## src/rtl/prm_obs_scan_ctrl.sv

```systemverilog
// prm_obs_scan_ctrl: feeds obstacle voxel codes one at a time to the shared
// per-edge checker bank and ORs the returned edge masks into a per-frame
// blocked-edge mask for the PRM planner.
// Optional feature: define PRM_OBS_CNT_EN to add the saturating obs_count output.
module prm_obs_scan_ctrl #(
  parameter int EDGE_NUM = 16,
  parameter int CODE_W   = 15
) (
  input  logic                clk,
  input  logic                rst,
  input  logic                start,
  input  logic                abort,
  input  logic                obs_valid,
  input  logic [CODE_W-1:0]   obs_code,
  input  logic                obs_last,
  output logic                obs_ready,
  output logic [CODE_W-1:0]   chk_code,
  input  logic [EDGE_NUM-1:0] chk_mask,
  output logic [EDGE_NUM-1:0] blocked_mask,
  output logic                busy,
  output logic                done
`ifdef PRM_OBS_CNT_EN
  ,
  output logic [15:0]         obs_count
`endif
);

  typedef enum logic [1:0] {
    S_IDLE,
    S_LOAD,
    S_CHECK,
    S_DONE
  } state_t;

  state_t              state_q, state_d;
  logic [CODE_W-1:0]   chk_code_q, chk_code_d;
  logic                last_q, last_d;
  logic [EDGE_NUM-1:0] mask_q, mask_d;
  logic                ready_q, ready_d;
  logic                busy_q, busy_d;
  logic                done_q, done_d;

  logic accept_start;
  logic handshake;
  logic kill;

  // Qualified events: abort beats start in IDLE and discards a coincident code in LOAD.
  always_comb begin
    accept_start = (state_q == S_IDLE) && start && !abort;
    handshake    = (state_q == S_LOAD) && obs_valid && !abort;
    kill         = abort && ((state_q == S_LOAD) || (state_q == S_CHECK));
  end

  // Next-state logic: two cycles per code, DONE lasts exactly one cycle.
  always_comb begin
    state_d = state_q;
    case (state_q)
      S_IDLE:  if (accept_start) state_d = S_LOAD;
      S_LOAD: begin
        if (abort)          state_d = S_IDLE;
        else if (obs_valid) state_d = S_CHECK;
      end
      S_CHECK: begin
        if (abort)       state_d = S_IDLE;
        else if (last_q) state_d = S_DONE;
        else             state_d = S_LOAD;
      end
      S_DONE:  state_d = S_IDLE;
      default: state_d = S_IDLE;
    endcase
  end

  // Datapath: capture the code on handshake, fold the checker result in during CHECK.
  always_comb begin
    chk_code_d = chk_code_q;
    last_d     = last_q;
    mask_d     = mask_q;
    if (accept_start) mask_d = '0;
    if (handshake) begin
      chk_code_d = obs_code;
      last_d     = obs_last;
    end
    if ((state_q == S_CHECK) && !abort) mask_d = mask_q | chk_mask;
    if (kill) mask_d = '0;
  end

  // Output decode from the next state so the status outputs come straight from flops.
  always_comb begin
    ready_d = (state_d == S_LOAD);
    busy_d  = (state_d != S_IDLE);
    done_d  = (state_d == S_DONE);
  end

  // State and output registers with synchronous reset.
  always_ff @(posedge clk) begin
    if (rst) begin
      state_q    <= S_IDLE;
      chk_code_q <= '0;
      last_q     <= 1'b0;
      mask_q     <= '0;
      ready_q    <= 1'b0;
      busy_q     <= 1'b0;
      done_q     <= 1'b0;
    end else begin
      state_q    <= state_d;
      chk_code_q <= chk_code_d;
      last_q     <= last_d;
      mask_q     <= mask_d;
      ready_q    <= ready_d;
      busy_q     <= busy_d;
      done_q     <= done_d;
    end
  end

  assign obs_ready    = ready_q;
  assign chk_code     = chk_code_q;
  assign blocked_mask = mask_q;
  assign busy         = busy_q;
  assign done         = done_q;

`ifdef PRM_OBS_CNT_EN
  logic [15:0] count_q, count_d;

  // Saturating count of accepted codes; cleared by a new frame or an abort outside DONE.
  always_comb begin
    count_d = count_q;
    if (accept_start || (abort && (state_q != S_DONE))) count_d = '0;
    else if (handshake && (count_q != 16'hFFFF))        count_d = count_q + 16'd1;
  end

  // Counter register.
  always_ff @(posedge clk) begin
    if (rst) count_q <= '0;
    else     count_q <= count_d;
  end

  assign obs_count = count_q;
`endif

endmodule

```

## config.mk

```make
export PLATFORM = sky130hd
export DESIGN_NAME = prm_obs_scan_ctrl
export DESIGN_NICKNAME = d
export VERILOG_FILES = /design/src/rtl/prm_obs_scan_ctrl.sv
export SDC_FILE = /design/constraint.sdc
export NUM_CORES = 1
export LEC_CHECK = 0
export CELL_PAD_IN_SITES_DETAIL_PLACEMENT = 1
export CELL_PAD_IN_SITES_GLOBAL_PLACEMENT = 1
export CORE_ASPECT_RATIO = 0.6
export CORE_MARGIN = 2
export CORE_UTILIZATION = 24
export CTS_CLUSTER_DIAMETER = 120
export DETAILED_ROUTE_END_ITERATION = 12
export GPL_TIMING_DRIVEN = 1
export PLACE_DENSITY = 0.79
export SETUP_SLACK_MARGIN = 0.05
export SYNTH_ARGS = -nofsm -noshare
export SYNTH_HDL_FRONTEND = slang
export SYNTH_SLANG_ARGS = --single-unit
```

## constraint.sdc

```tcl
create_clock -name clk -period 1.4 [get_ports clk]
set_input_delay 0.14 -clock clk [delete_from_list [all_inputs] [get_ports clk]]
set_output_delay 0.14 -clock clk [all_outputs]
set_load 0.01 [all_outputs]
```

======== Word-level counts from Yosys, hierarchy flattened ========
Index checks and enable logic that the tools add are counted.
storage, ports and cells
  output and inout port bits .............. 34
  word-level logic and storage cells ...... 33
  flip-flop bits (word level) ............. 37
  bits of input ports ..................... 37
cells by class
  bitwise gates (word level) .............. 1
  reduce and logical (&&, ||, !) cells .... 12
  multiplexer cells ....................... 8
  eq/ne operators ......................... 5
operators with widths
  kind                  number
  $mux W16              2
  $or A16 B16 Y16       1
  $mux W2               5
  $pmux W2 S4           1
  $eq A2 B2 Y1 const B  3
  $logic_and A1 B1 Y1   6
  $eq A2 B1 Y1 const B  2
  $reduce_bool A2 Y1    2
  $logic_not A2 Y1      1
  $reduce_or A2 Y1      1
  $logic_not A1 Y1      1
  $logic_or A1 B1 Y1    1

======== Depth between registers and ports, before layout ========
  word-level depth ........................ 6
  gate-level depth with buffers ........... 8
  gate-level depth less buffers ........... 6

======== Worst setup path before layout ========
Ideal clock, no wire load.
  kind .................................... register to register
  from .................................... register state_q[1]
  to ...................................... register chk_code_q[10] (netlist: chk_code[10])
  clock period less this slack ............ 1391 ps
  arrival time ............................ 1258 ps
  buffers on the path ..................... 2
  cell stages (with the launch flop) ...... 9
  required time ........................... 1268 ps
  path slack .............................. 9 ps
  setup time .............................. 132 ps
  path through ............................ dfxtp_1 -> inv_1 -> ha_1 -> nor2b_2 -> and2_1 -> buf_4 -> buf_4 -> nand2_1 -> a21oi_1
on the way
  word-level cells in the longest chain between the ends .. 3
RTL lines
  element                           RTL line  source
  from (decl)                       35        state_t state_q, state_d;
  from (signal assigned)            105       state_q <= state_d;
  $eq A2 B1 Y1                      50        handshake = (state_q == S_LOAD) && obs_valid && !abort;
  $logic_and A1 B1 Y1 (2 in a row)  50
  to (signal assigned)              106       chk_code_q <= chk_code_d;
  to (decl)                         36        logic [CODE_W-1:0] chk_code_q, chk_code_d;
No other way between the ends.
A chain may end at the register's enable or synchronous reset.

======== Worst setup path in the final report ========
  from .................................... register state_q[0]
  to ...................................... register ready_q (netlist: obs_ready)
on the way
  word-level cells in the longest chain between the ends .. 6
  elaborated cells on any way between the ends .. 11
  those cells by class .................... 4 x eq/ne; 4 x mux; 3 x reduce/logical
RTL lines
  element                           RTL line  source
  $logic_not A2 Y1                  49, 57
  $logic_and A1 B1 Y1 (2 in a row)  49        accept_start = (state_q == S_IDLE) && start && !abort;
  $mux W2                           58        S_IDLE: if (accept_start) state_d = S_LOAD;
  $pmux W2 S4 *                     57        case (state_q)
  $eq A2 B1 Y1 *                    89        ready_d = (state_d == S_LOAD);
  to (signal assigned)              109       ready_q <= ready_d;
  to (decl)                         39        logic ready_q, ready_d;
Mark *: on every way between the ends. The rest lies on a longest branch, timed or not.

==> impl_metrics.ini <==
[clocking]
clk_latency_ps = 280
cts_tree = done
cts-root-buf = clkbuf_8
path_clk_slew_ps = 70
cts-hold-fix-buffers = 0
cts_max_level = 2
cts_sinks = 37
cts_buffers = 5
clk_path_buf_depth = 2

[timing]
tightest_slew_ps = 462
fin_hold_ws_ps = 404
fin_skew_ps = 4.70
relSlewSlack_pct = 69.1
fin_crit_ps = 1330
rsz0062_at_grt = yes
setup_tns_ps = 0
finalHoldViolations = 0
fin_ws_ps = 72.3
slew_viol_final = 0
setup_viol = 0
fmax_mhz = 753
fin_crit_sh_pct = 94.8

[synthesis]
syn-instance-count = 152
synth-compound-area-share_pct = 17.1
synth_nets = 192
synthXorXnorAreaFrac_pct = 0
synth_warnings = 0
ys_ff_latch = 37
synth_area_sq_um = 1300
synth_top_area_share_pct = 56.9
syn_avg_cell_area_sq_um = 8.56
yosysUniqueCellTypes = 20
synth_top_family_by_area = simple AND/OR/NAND/NOR gates
yosys.area.top_type = dfxtp_1
synth_fa_ha_area_share_pct = 2.88
yosys-top-cells-area = dfxtp_1, a21oi_1, nand2_1, nor2_1, ha_1
seq_area_frac_synth_pct = 56.9
synthMuxAreaShare_pct = 0
yosys.area_share.simple_pct = 18.5

[min_path]
hold_path_end = chk_code[2]$_SDFFE_PP0P_
worstHoldPathType = in -> reg
worstHoldStart = obs_code[2]
min_path_cells = 3

[die]
dieArea_sq_um = 6050
io_pins = 71
rows = 20
core_area_sq_um = 5150
initial_core_util_pct = 25.2
die_y_um = 61.0
die_w_um = 99.1

[routing]
drt_drc_violations_left = 0
antenna_left = 0
routed_wl_mm = 4.02
vias = 1278
routedWlPerCell_um = 13.7
drtIter0Drc = 16
via_per_inst = 4.35
first_pass_iters = 4

[worst_setup_path]
worstRegToRegCells = 6
critPathLaunchType = register
critPathKind = reg -> reg
arrival_ps = 1500
r2r-end = obs_ready$_SDFF_PP0_
end_kind = register
r2r_start = state_q[0]$_SDFF_PP0_
cp_max_fo = 4
cp.required_ps = 1570
r2r_slack_ps = 70

[placement]
pre_cts_ws_ps = -172
gp_congestion = 0.741
dp_hpwl_mm = 2.92
io_buffers = 70

[outcome]
status = finished, final reports clean

[layout]
final_nets = 269
diodes = 0
drive_gt1_share_pct = 19.3
area_growth_pct = 86.2

[global_route]
grt_pass1_vias = 1304
use_met1_pct = 17.1
grtUsageMet2_pct = 20.9
met3_usage_pct = 7.15
track_usage_pct = 13.6
busiest_layer = met2
grt_max_degree = 20
grt_overflow = 0
grt_pass1_wl_mm = 6.20
antenna_found_initial = 0

[flow_run]
drv_cap = 0

[pwr]
switching_share_pct = 23.4
power_density_nw_per_um2 = 868
total_power_mw = 2.10
intPower_mw = 1.61
pwr-share-seq_pct = 52.0
clkPwrFrac_pct = 31.6
p_switching_mw = 0.492
max-vdd-ir-drop_mv = 0.427
p_leak_nw = 1.10
p_comb_share_pct = 16.5
[layout by cell type, fill, tap and decap left out, drive strengths merged]
cell            n
inv             4
o21ai           3
a22o            1
ha              3
nand2b          1
dlymetal6s2s   14
nor2b           3
o31ai           1
nor2           18
clkinv          1
dfxtp          37
buf             7
clkbuf          6
a21oi          33
a21o            2
and2            1
o22ai           1
nand2          35
nor3b           1
clkdlybuf4s50  56
[metal layers]
metal / wire length (um) / vias up / part of all wire [%]
li1: - / 647 / -
met1: 1870 / 572 / 47
met2: 1690 / 54 / 42
met3: 435 / 5 / 11
met4: 29 / 0 / 0.72
met5: 0 / - / 0
[power groups by stage]
stage / combinational (mW) / sequential (mW) / clock [mW]
after global placement: 0.294 / 1.11 / 0
after floorplan: 0.0947 / 1.12 / 0
after detailed placement: 0.299 / 1.11 / 0
after CTS: 0.315 / 1.09 / 0.698
after global routing: 0.375 / 1.09 / 0.769
final: 0.347 / 1.09 / 0.664
[metrics by stage]
| stage | area, sq um | utilization (%) | cells |
|---|---|---|---|
| 2_1_floorplan | 1320 | - | 152 |
| 3_3_place_gp | 2130 | 41.4 | 286 |
| 3_5_place_dp | 2130 | 41.4 | 286 |
| 4_1_cts | 2250 | 43.7 | 293 |
| 5_1_grt | 2420 | 47.0 | 294 |
| 6_report | 2420 | 47.0 | 294 |
[critical path, cell delays in order (launching register included)]
cell	delay (ps)
dfxtp_4	370
inv_4	70
ha_4	160
nor2b_4	160
nand2_1	70
a22o_1	250
nor2b_4	140
[flip-flops by register name, indices dropped and copies added, names as in the netlist]
register	flops
last_q	1
chk_code	15
busy	1
state_q	2
blocked_mask	16
done	1
obs_ready	1
[cell usage after synthesis, drive strengths merged]
cell type,count
o21ai,3
nand2b,1
nor2b,3
nand2,35
nor2,18
inv,4
a21oi,33
clkbuf,2
nor3b,1
a21o,2
and2,1
a22o,1
dfxtp,37
o22ai,1
o31ai,1
buf,6
ha,3
[area by class of cell]
class	instances	area, sq um
Clock buffer	5	68.8
Clock inverter	1	5.00
Fill cell	594	2730
Inverter	4	20.0
Multi-Input combinational cell	103	647
Sequential cell	37	748
Tap cell	66	82.6
Timing Repair Buffer	78	851
[repair_timing]
action / CTS / global route
gates resized for setup: 13 / 41
setup buffers: 1 / 0
gates cloned: 0 / 1
hold endpoints to repair: 0 / 0
setup endpoints to repair: 36 / 43
pin swaps: 4 / 8
[cell families (layout without fill, tap and decap cells)]
group / count (synthesis) / count (layout)
buf+inv: 12 / 88
flops: 37 / 37
simple gates: 59 / 59
compound gates: 41 / 41
fa+ha+maj: 3 / 3
[worst max path at each step]
stage	start	slack, ps	end
finish	state_q[0]$_SDFF_PP0_	70	obs_ready$_SDFF_PP0_
global route	state_q[1]$_SDFF_PP0_	4	chk_code[4]$_SDFFE_PP0P_
CTS	state_q[1]$_SDFF_PP0_	50	obs_ready$_SDFF_PP0_
detailed placement	abort	-170	chk_code[13]$_SDFFE_PP0P_
global placement	abort	-80	obs_ready$_SDFF_PP0_
floorplan	state_q[0]$_SDFF_PP0_	10	obs_ready$_SDFF_PP0_
(Power assumes the default switching activity.)
